File: src/rtl/dsu_uart_txsched.sv
// Shares the DSU uartlite byte transmitter between the debug responder (port 0)
// and the CPU console (port 1), round-robin per packet, one start pulse per byte.
module dsu_uart_txsched #(
  parameter int START_TO = 4,
  parameter int HOLD_TO  = 1024
) (
  input  logic       clk,
  input  logic       rst,
  input  logic       req0_valid,
  input  logic [7:0] req0_data,
  input  logic       req0_last,
  output logic       req0_ready,
  input  logic       req1_valid,
  input  logic [7:0] req1_data,
  input  logic       req1_last,
  output logic       req1_ready,
  output logic       tx_start,
  output logic [7:0] tx_data,
  input  logic       tx_busy,
  output logic [1:0] grant,
  output logic       sched_busy,
  output logic       start_err,
  output logic       lock_abort
);

  localparam logic [2:0] S_IDLE      = 3'd0;
  localparam logic [2:0] S_START     = 3'd1;
  localparam logic [2:0] S_WAIT_BUSY = 3'd2;
  localparam logic [2:0] S_WAIT_DONE = 3'd3;
  localparam logic [2:0] S_HOLD      = 3'd4;

  localparam int CNT_MAX = (START_TO > HOLD_TO) ? START_TO : HOLD_TO;
  localparam int CNT_W   = $clog2(CNT_MAX + 1);
  localparam logic [CNT_W-1:0] START_LIM = CNT_W'(START_TO - 1);
  localparam logic [CNT_W-1:0] HOLD_LIM  = CNT_W'(HOLD_TO - 1);
  localparam logic [CNT_W-1:0] CNT_SAT   = CNT_W'(CNT_MAX);

  function automatic logic [CNT_W-1:0] sat_inc(input logic [CNT_W-1:0] v);
    return (v == CNT_SAT) ? v : v + 1'b1;
  endfunction

  logic [2:0]       state_q, state_d;
  logic [1:0]       grant_q, grant_d;
  logic             last_q, last_d;
  logic             served_q, served_d;
  logic [7:0]       data_q, data_d;
  logic             start_q, start_d;
  logic [CNT_W-1:0] cnt_q, cnt_d;
  logic             abort_q, abort_d;
  logic             busy_q, busy_d;

  logic pick1, rdy0, rdy1, accept, serr, done;

  // Port 1 wins a tie only when port 0 was served last.
  always_comb begin
    pick1 = req1_valid && (!req0_valid || !served_q);
    rdy0  = 1'b0;
    rdy1  = 1'b0;
    if (state_q == S_IDLE) begin
      rdy0 = req0_valid && !pick1;
      rdy1 = pick1;
    end else if (state_q == S_HOLD) begin
      rdy0 = grant_q[0] && req0_valid;
      rdy1 = grant_q[1] && req1_valid;
    end
    accept = rdy0 || rdy1;
  end

  assign req0_ready = rst && rdy0;
  assign req1_ready = rst && rdy1;

  always_comb begin
    state_d  = state_q;
    grant_d  = grant_q;
    last_d   = last_q;
    served_d = served_q;
    data_d   = data_q;
    start_d  = 1'b0;
    cnt_d    = cnt_q;
    abort_d  = 1'b0;
    serr     = 1'b0;
    done     = 1'b0;
    case (state_q)
      S_IDLE, S_HOLD: begin
        if (accept) begin
          state_d  = S_START;
          start_d  = 1'b1;
          grant_d  = rdy1 ? 2'b10 : 2'b01;
          data_d   = rdy1 ? req1_data : req0_data;
          last_d   = rdy1 ? req1_last : req0_last;
          served_d = rdy1;
          cnt_d    = '0;
        end else if (state_q == S_HOLD) begin
          if (cnt_q == HOLD_LIM) begin
            abort_d = 1'b1;
            grant_d = 2'b00;
            state_d = S_IDLE;
            cnt_d   = '0;
          end else begin
            cnt_d = sat_inc(cnt_q);
          end
        end
      end
      S_START: begin
        state_d = S_WAIT_BUSY;
        cnt_d   = '0;
      end
      S_WAIT_BUSY: begin
        if (tx_busy) begin
          state_d = S_WAIT_DONE;
        end else if (cnt_q == START_LIM) begin
          // Transmitter never responded: drop the byte but keep the packet going.
          serr = 1'b1;
          done = 1'b1;
        end else begin
          cnt_d = sat_inc(cnt_q);
        end
      end
      S_WAIT_DONE: begin
        done = !tx_busy;
      end
      default: state_d = S_IDLE;
    endcase
    if (done) begin
      cnt_d = '0;
      if (last_q) begin
        grant_d = 2'b00;
        state_d = S_IDLE;
      end else begin
        state_d = S_HOLD;
      end
    end
    busy_d = (state_d != S_IDLE);
  end

  always_ff @(posedge clk or negedge rst) begin
    if (!rst) begin
      state_q  <= S_IDLE;
      grant_q  <= 2'b00;
      last_q   <= 1'b0;
      served_q <= 1'b1;
      data_q   <= 8'h00;
      start_q  <= 1'b0;
      cnt_q    <= '0;
      abort_q  <= 1'b0;
      busy_q   <= 1'b0;
    end else begin
      state_q  <= state_d;
      grant_q  <= grant_d;
      last_q   <= last_d;
      served_q <= served_d;
      data_q   <= data_d;
      start_q  <= start_d;
      cnt_q    <= cnt_d;
      abort_q  <= abort_d;
      busy_q   <= busy_d;
    end
  end

  assign tx_start   = start_q;
  assign tx_data    = data_q;
  assign grant      = grant_q;
  assign sched_busy = busy_q;
  assign start_err  = serr;
  assign lock_abort = abort_q;

endmodule

File: config.mk
export PLATFORM = sky130hd
export DESIGN_NAME = dsu_uart_txsched
export DESIGN_NICKNAME = d
export VERILOG_FILES = /design/src/rtl/dsu_uart_txsched.sv
export SDC_FILE = /design/constraint.sdc
export NUM_CORES = 1
export LEC_CHECK = 0
export CELL_PAD_IN_SITES_DETAIL_PLACEMENT = 1
export CELL_PAD_IN_SITES_GLOBAL_PLACEMENT = 1
export CORE_MARGIN = 5
export CORE_UTILIZATION = 25
export CTS_CLUSTER_DIAMETER = 80
export DETAILED_ROUTE_END_ITERATION = 10
export MAX_ROUTING_LAYER = met4
export PLACE_DENSITY_LB_ADDON = 0.1
export SETUP_SLACK_MARGIN = 0.02
export SKIP_CTS_REPAIR_TIMING = 1
export SKIP_LAST_GASP = 1
export SLEW_MARGIN = 30
export SYNTH_ARGS = -nofsm -noshare
export SYNTH_HDL_FRONTEND = slang
export SYNTH_SLANG_ARGS = --single-unit
File: constraint.sdc
create_clock -name clk -period 1.9 [get_ports clk]
set_input_delay 0.38 -clock clk [delete_from_list [all_inputs] [get_ports clk]]
set_output_delay 0.38 -clock clk [all_outputs]
set_load 0.01 [all_outputs]
==> results.yml, run 1 <==
logic_synthesis:
  yosysTopAreaCell: "dfrtp_1"
  syn-mean-instance-area_um2: 8.79
  yosys-top-cells-count: "nand2_1 (34), dfrtp_1 (28), nor2_1 (21), nand3_1 (11), a31oi_1 (9)"
  yosys-top-cells-area: "dfrtp_1 (45%), nand2_1 (8.1%), nor2_1 (5.0%), a31oi_1 (3.6%), nand3_1 (3.5%)"
  yosys.area.top_type_share_pct: 44.6
  synthCells: 179
  yosys_warnings: 0
  ys_seq_elements: 29
  synth_edf_count: 0
  synthDistinctLibCells: 45
  syn_area_um2: 1570
  synth_fp_nets: 204
  seq_area_frac_synth_pct: 46.2
  synth-main-ff-cell: "dfrtp_1"
  ys_async_sr_fraction_pct: 100
  synthMostInstantiatedCell: "nand2_1"
pwr:
  p_total_uw: 3920
  ir_drop_mv: 0.575
  leakagePower_uw: 0.00115
  power_density_nw_per_um2: 1550
run:
  timing.max_cap.violations: 0
clock_tree:
  path_clk_slew_ps: 70
  root_buffer: "clkbuf_8"
  clk_path_buf_depth: 2
  cts_tree: "built"
  clk_latency_ps: 290
  cts_max_level: 2
  clock_sinks: 29
  cts_made_buffers: 5
route:
  drt-total-wl_um: 5590
  first_iter_violations: 55
  vias: 1681
  drt_pre_antenna_iters: 4
  ant_nets: 0
  vias_per_cell: 4.94
  wire_per_inst_um: 16.4
  route.detailed.drc: 0
global_route:
  gr-total-overflow: 0
  grt_pass1_vias: 1906
  track_usage_pct: 15.9
  grt_max_degree: 30
  grt_pass1_wl_um: 9410
  antenna_found_initial: 0
die:
  die_h_um: 89.3
  start_util_pct: 26.1
  coreArea_um2: 6030
  ios: 39
  rows: 28
  die_x_um: 89.3
  die_area_um2: 7980
place:
  portBuffers: 38
  placed_cells: 325
  finalWeightedCongestion: 0.800
  dp_hpwl_um: 4190
setup_path:
  cp-startpoint: "cnt_q[9]$_DFFE_PN0P_"
  path_buf_inv: 2
  start_kind: "flip-flop"
  worst_r2r_path_depth: 8
  end_kind: "flip-flop"
  ff2ff_setup_slack_ps: -220
  path_depth: 8
  required_ps: 2070
  path_cells: "or4_4 > nor3_4 > buf_6 > a211o_4 > nand2_4 > buf_4 > a21o_1 > a22o_1"
  crit_path_end: "cnt_q[7]$_DFFE_PN0P_"
  slowest_stage: "or4_4"
  crit_fanout: 8
  crit_arrival_ps: 2300
  reg2reg_from: "cnt_q[9]$_DFFE_PN0P_"
  crit_type: "flip-flop to flip-flop"
  cp_top_family: "simple AND/OR/NAND/NOR gates"
  slowest_delay_ps: 560
  r2r-end: "cnt_q[7]$_DFFE_PN0P_"
final_layout:
  area_delta_synth_final_pct: 60.8
  num_antenna_cells: 0
  final_cells: 340
  layout.nets: 289
  drive_above_1_share_pct: 30.6
timing:
  slew_headroom_pct: 62.6
  setup_viol: 13
  finalHoldViolCount: 0
  tns_ps: -1720
  fin_skew_ps: 8.43
  min_period_ps: 2120
  drv_slew: 0
  fin_crit_sh_pct: 112
  fmax_mhz: 471
  setup_ws_ps: -223
  rsz0062_at_grt: "yes"
  tightestPinTransition_ps: 561
outcome:
  violations: "setup timing"
  outcome: "finished with violations"
worst_hold_path:
  hp-class: "input port to async pin"
==> layer usage <==
| layer | routed length, µm | GRT usage [%] |
|---|---|---|
| met2 | 2760 | 26.1 |
| met4 | 46 | 4.19 |
| met1 | 2590 | 19.4 |
| met5 | 0 | - |
| met3 | 194 | 3.78 |
==> worst min path at each step <==
stage	startpoint	endpoint	depth (start not counted)
after global routing	rst	sched_busy$_DFF_PN0_	2
after global placement	tx_data[6]$_DFFE_PN0P_	tx_data[6]$_DFFE_PN0P_	2
final	rst	sched_busy$_DFF_PN0_	2
after CTS	rst	sched_busy$_DFF_PN0_	2
after floorplan	rst	cnt_q[0]$_DFFE_PN0P_	0
after detailed placement	tx_data[3]$_DFFE_PN0P_	tx_data[3]$_DFFE_PN0P_	2
==> registers in the layout (all words and copies together) (netlist names) <==
signal and flops:
tx_start 1, lock_abort 1, last_q 1, grant 2, tx_data 8, state_q 3, cnt_q 11, sched_busy 1
served_q 1
==> cell type report <==
| cell class | count | area (µm²) |
|---|---|---|
| clock buffers | 5 | 68.8 |
| clock inverters | 3 | 17.5 |
| fillers | 708 | 3500 |
| inverters | 7 | 26.3 |
| multi-input cells | 137 | 860 |
| flip-flops and latches | 29 | 728 |
| well taps | 75 | 93.8 |
| repair buffers | 84 | 734 |
==> kinds of logic (layout without fill, tap and decap cells) <==
| kind of cell | Yosys count | count (layout) | synth area share (%) |
|---|---|---|---|
| compound gates | 41 | 41 | 19.7 |
| buf+inv | 13 | 99 | 3.58 |
| flops | 29 | 29 | 46.2 |
| fa+ha+maj | 2 | 2 | 1.59 |
| simple gates | 94 | 94 | 28.9 |
==> stage by stage <==
step | util [%] | worst slack (ps) | hold slack (ps) | instance area (µm²)
6_report | 42.0 | -223 | 531 | 2530
3_3_place_gp | 38.3 | -358 | 529 | 2310
3_5_place_dp | 38.3 | -407 | 538 | 2310
4_1_cts | 39.8 | -643 | 548 | 2400
2_1_floorplan | - | -29.5 | 84.4 | 1570
5_1_grt | 42.0 | -281 | 580 | 2530
==> cell usage in the layout, fill, tap and decap left out, types with 3 or more instances in the layout <==
cell type	count
nand2_1	33
a22o_1	4
nor2_1	20
inv_1	5
or3_1	3
buf_6	5
clkbuf_8	5
a21o_1	4
clkdlybuf4s50_1	33
dfrtp_1	27
nand3_1	11
buf_4	41
a21oi_1	3
a31oi_1	9
nor3_1	3
o211ai_1	3
==> report_power, final <==
group / total [µW] / switching [µW] / internal [µW]
sequential: 1080 / 185 / 899
combinational: 2330 / 1100 / 1230
clock: 512 / 260 / 252
total: 3920 / 1540 / 2380
Note: power is estimated with default switching activity, not from simulation.
==> inputs of run 2 (changes only) <==
--- a/config.mk
+++ b/config.mk
@@ -12,7 +12,7 @@
 export CTS_CLUSTER_DIAMETER = 80
 export DETAILED_ROUTE_END_ITERATION = 10
 export MAX_ROUTING_LAYER = met4
-export PLACE_DENSITY_LB_ADDON = 0.1
+export PLACE_DENSITY = 0.63
 export SETUP_SLACK_MARGIN = 0.02
 export SKIP_CTS_REPAIR_TIMING = 1
 export SKIP_LAST_GASP = 1
==> constraint.sdc (replaced) <==
create_clock -name clk -period 2.7 [get_ports clk]
set_input_delay 0.27 -clock clk [delete_from_list [all_inputs] [get_ports clk]]
set_output_delay 0.27 -clock clk [all_outputs]
set_load 0.01 [all_outputs]
==> run 2 against run 1 <==
Compared with the run above: the run now ends clean; final cell count is 11% lower; clock-buffer cell count is 2 higher; sequential power is 23% lower; hold slack worse by 110 ps; critical path depth is 4 lower; first-iteration DRC count stayed put; critical path type is now flip-flop to output pin; combinational power is 52% lower; core utilization is 5.9 points lower; via count is 10% lower; largest power group unchanged; largest cell class unchanged.
==> results.yml, run 2 (synthesized netlist as in run 1, its figures left out) <==
timing:
  fin_skew_ps: 9.71
  fmax_mhz: 395
  finalHoldViolCount: 0
  tns_ps: 0
  tightestPinTransition_ps: 500
  setup_viol: 0
  drv_slew: 0
  hold_slack_ps: 419
  min_period_ps: 2530
  fin_crit_sh_pct: 93.9
  slew_headroom_pct: 66.3
  rsz0062_at_grt: "no"
setup_path:
  required_ps: 2430
  crit_type: "flip-flop to output pin"
  cp_top_family: "simple AND/OR/NAND/NOR gates"
  ff2ff_setup_slack_ps: 470
  end_kind: "output pin"
  path_buf_inv: 1
  crit_fanout: 6
  path_cells: "or4_4 > nor3_4 > and3_2 > clkdlybuf4s50_1"
  slowest_stage: "or4_4"
  slowest_delay_ps: 580
  crit_arrival_ps: 2260
  start_kind: "flip-flop"
place:
  dp_hpwl_um: 3640
  finalWeightedCongestion: 0.745
  placed_cells: 293
  postPlaceCellArea_um2: 2070
  portBuffers: 38
die:
  coreArea_um2: 6030
  die_area_um2: 7980
  ios: 39
  start_util_pct: 26.1
  rows: 28
  die_h_um: 89.3
  die_x_um: 89.3
route:
  vias_per_cell: 5.01
  ant_nets: 0
  vias: 1508
  drt_pre_antenna_iters: 4
  first_iter_violations: 55
  drt-total-wl_um: 4810
  wire_per_inst_um: 16.0
  route.detailed.drc: 0
final_layout:
  layout.nets: 250
  layout_commonest_cell: "clkdlybuf4s50_1"
  drive_above_1_share_pct: 11.5
  mostFrequentLayoutCells: "clkdlybuf4s50_1 (38), nand2_1 (34), dfrtp_1 (28)"
  design_area_um2: 2170
  final_cells: 301
  area_delta_synth_final_pct: 38.0
  regMostFlops: "cnt_q"
  largest_register_ffs: 11
  num_antenna_cells: 0
clock_tree:
  cts_max_level: 2
  cts_tree: "built"
  clock_sinks: 29
  clk_latency_ps: 280
  root_buffer: "clkbuf_8"
  clk_path_buf_depth: 2
  cts_made_buffers: 5
  path_clk_slew_ps: 70
global_route:
  grt_use_met1_pct: 17.6
  grt.met2_usage_pct: 22.4
  track_usage_pct: 14.0
  grt_max_degree: 30
  grt_pass1_wl_um: 8220
  antenna_found_initial: 0
  grtUsageMet3_pct: 2.21
  gr-total-overflow: 0
  grt_pass1_vias: 1612
  top_usage_layer: "met2"
run:
  timing.max_cap.violations: 0
pwr:
  ir_drop_mv: 0.349
  leakagePower_uw: 0.000923
  power_density_nw_per_um2: 1090
outcome:
  outcome: "complete, no violations"
worst_hold_path:
  hp-class: "input port to async pin"
==> run 2: final timing paths <==
path,end,cells after the start,start
setup / recovery,start_err,4,cnt_q[8]$_DFFE_PN0P_
hold / removal,tx_data[3]$_DFFE_PN0P_,2,rst
setup reg to reg,cnt_q[8]$_DFFE_PN0P_,6,cnt_q[8]$_DFFE_PN0P_
hold reg to reg,served_q$_DFFE_PN1P_,2,served_q$_DFFE_PN1P_
max in group asynchronous,served_q$_DFFE_PN1P_,2,rst
min in group clk,served_q$_DFFE_PN1P_,2,served_q$_DFFE_PN1P_
==> run 2: per-stage QoR <==
stage	power (µW)	worst slack, ps	util (%)
final	2370	165	36.0
after global routing	2570	70.6	36.0
after CTS	2400	140	36.0
after detailed placement	1980	338	34.3
after global placement	1960	475	34.3
after floorplan	1510	734	-
==> run 2: power by group <==
part,switching (µW),leakage (µW),internal (µW)
logic,579,0.000515,554
registers,198,0.000354,632
clock network,175,0.0000542,230
==> run 2: area by class of cell <==
class,count,area [µm²]
timing repair buffer,45,433
sequential,29,727
fill,703,3850
tap,75,93.8
inverter,7,26.3
clock inverter,1,5.00
multi-input combinational,137,790
clock buffer,7,96.3
==> run 2: routing by layer <==
| layer | routed length [µm] | part of all wire, % |
|---|---|---|
| met1 | 2310 | 48 |
| met2 | 2310 | 48 |
| met3 | 101 | 2.1 |
| met4 | 85 | 1.8 |
| met5 | 0 | 0 |
==> inputs of run 3 (changes only) <==
==> constraint.sdc (replaced) <==
create_clock -name clk -period 2.7 [get_ports clk]
set_input_delay 0.27 -clock clk [delete_from_list [all_inputs] [get_ports clk]]
set_output_delay 0.27 -clock clk [all_outputs]
set_load 0.05 [all_outputs]
==> run 3 against run 2 <==
Compared with the run above: global-route usage fell by 0.80 points; sequential cell count stayed put; critical path depth grew 4; die area unchanged; setup slack better by 250 ps; sequential share of layout area shrank 0.13 points; core utilization up 0.15 points; combinational power up 21%; non-clock buffer count decreased by 2.
==> results.yml, run 3 (synthesized netlist as in run 1, its figures left out) <==
route:
  drt-total-wl_um: 4650
  wl_met2_um: 2270
  route.met3.wl_um: 157
  wl_met1_um: 2140
  highest_layer: "met4"
  vias_per_cell: 5.09
  wire_per_inst_um: 15.6
  route.detailed.drc: 0
  vias: 1522
  first_iter_violations: 57
  drt_pre_antenna_iters: 4
  ant_nets: 0
setup_path:
  crit_arrival_ps: 2460
  crit_type: "flip-flop to flip-flop"
  end_kind: "flip-flop"
  crit_fanout: 14
  required_ps: 2870
  start_kind: "flip-flop"
timing:
  slew_headroom_pct: 52.9
  fin_skew_ps: 11.2
  fin_crit_sh_pct: 84.6
  tns_ps: 0
  fmax_mhz: 438
  min_period_ps: 2290
  tightestPinTransition_ps: 706
  setup_viol: 0
  finalHoldViolCount: 0
  rsz0062_at_grt: "no"
  drv_slew: 0
clock_tree:
  cts_tree: "built"
  cts_made_buffers: 5
  path_clk_slew_ps: 70
  clock_sinks: 29
  clk_latency_ps: 290
  cts_max_level: 2
  root_buffer: "clkbuf_8"
  clk_path_buf_depth: 2
run:
  timing.max_cap.violations: 0
die:
  ios: 39
  die_h_um: 89.3
  die_area_um2: 7980
  coreArea_um2: 6030
  die_x_um: 89.3
  rows: 28
  start_util_pct: 26.1
final_layout:
  regMostFlops: "cnt_q"
  layout.nets: 248
  num_antenna_cells: 0
  area_delta_synth_final_pct: 38.6
  largest_register_ffs: 11
  layout_commonest_cell: "clkdlybuf4s50_1"
  drive_above_1_share_pct: 11.6
  mostFrequentLayoutCells: "clkdlybuf4s50_1 (35), nand2_1 (34), dfrtp_1 (28)"
  fill_cells: 707
place:
  dp_hpwl_um: 3540
  portBuffers: 38
  finalWeightedCongestion: 0.819
global_route:
  track_usage_pct: 13.2
  grt_pass1_vias: 1605
  grt_max_degree: 30
  gr-total-overflow: 0
  antenna_found_initial: 0
  grt_pass1_wl_um: 7770
pwr:
  power_density_nw_per_um2: 1220
  ir_drop_mv: 0.519
  leakagePower_uw: 0.000926
  p_total_uw: 2660
worst_hold_path:
  hp-class: "input port to async pin"
outcome:
  outcome: "complete, no violations"
run 3: cell count changes in the layout (fill, tap and decap cells not counted):
cell,change
buf_4,-1
buf_12,+2
clkbuf_1,+1
clkdlybuf4s50_1,-3
bufinv_16,+1
clkbuf_8,-2
run 3: layout make-up:
type / instances / area (µm²) / area share (%)
multi-input cells: 137 / 790 / 36.2
flip-flops and latches: 29 / 727 / 33.4
repair buffers: 43 / 435 / 20.0
well taps: 75 / 93.8 / 4.31
clock buffers: 6 / 72.6 / 3.33
clock inverters: 2 / 35.0 / 1.61
inverters: 7 / 26.3 / 1.21
run 3: final timing paths:
check | slack, ps | start | to | depth (start not counted)
max | 410 | cnt_q[0]$_DFFE_PN0P_ | cnt_q[8]$_DFFE_PN0P_ | 8
min | 410 | rst | tx_data[0]$_DFFE_PN0P_ | 2
max reg2reg | 410 | cnt_q[0]$_DFFE_PN0P_ | cnt_q[8]$_DFFE_PN0P_ | 8
min reg2reg | 480 | served_q$_DFFE_PN1P_ | served_q$_DFFE_PN1P_ | 2
max in group asynchronous | 1970 | rst | served_q$_DFFE_PN1P_ | 2
min in group clk | 480 | served_q$_DFFE_PN1P_ | served_q$_DFFE_PN1P_ | 2
run 3: routing by layer:
layer	track usage [%]	vias to the layer above
met1	16.6	751
met3	2.30	9
met5	-	-
met4	5.68	0
met2	20.7	29
li1	-	733
run 3: worst max-delay path: stages, from the launching register on:
cell and delay, ps:
dfrtp_1 450, ha_1 230, nand3_1 150, nor4_1 360, buf_4 190, a2111o_1 120, nand2_2 170, and3_1 240
a221o_1 250
run 3: report_power, final:
group          internal [µW]  switching (µW)  total, µW
combinational            543             829       1370
sequential               632             206        838
clock                    274             175        448
total                   1450            1210       2660
run 3: per-stage QoR:
stage / instances / cell area, µm² / worst slack, ps / utilization, % / hold slack [ps]
final: 299 / 2180 / 414 / 36.2 / 412
after global routing: 299 / 2180 / 283 / 36.2 / 448
after CTS: 299 / 2180 / 395 / 36.2 / 430
after detailed placement: 291 / 2070 / 409 / 34.4 / 471
after global placement: 291 / 2070 / 464 / 34.4 / 468
after floorplan: 179 / 1570 / 618 / - / -25.6
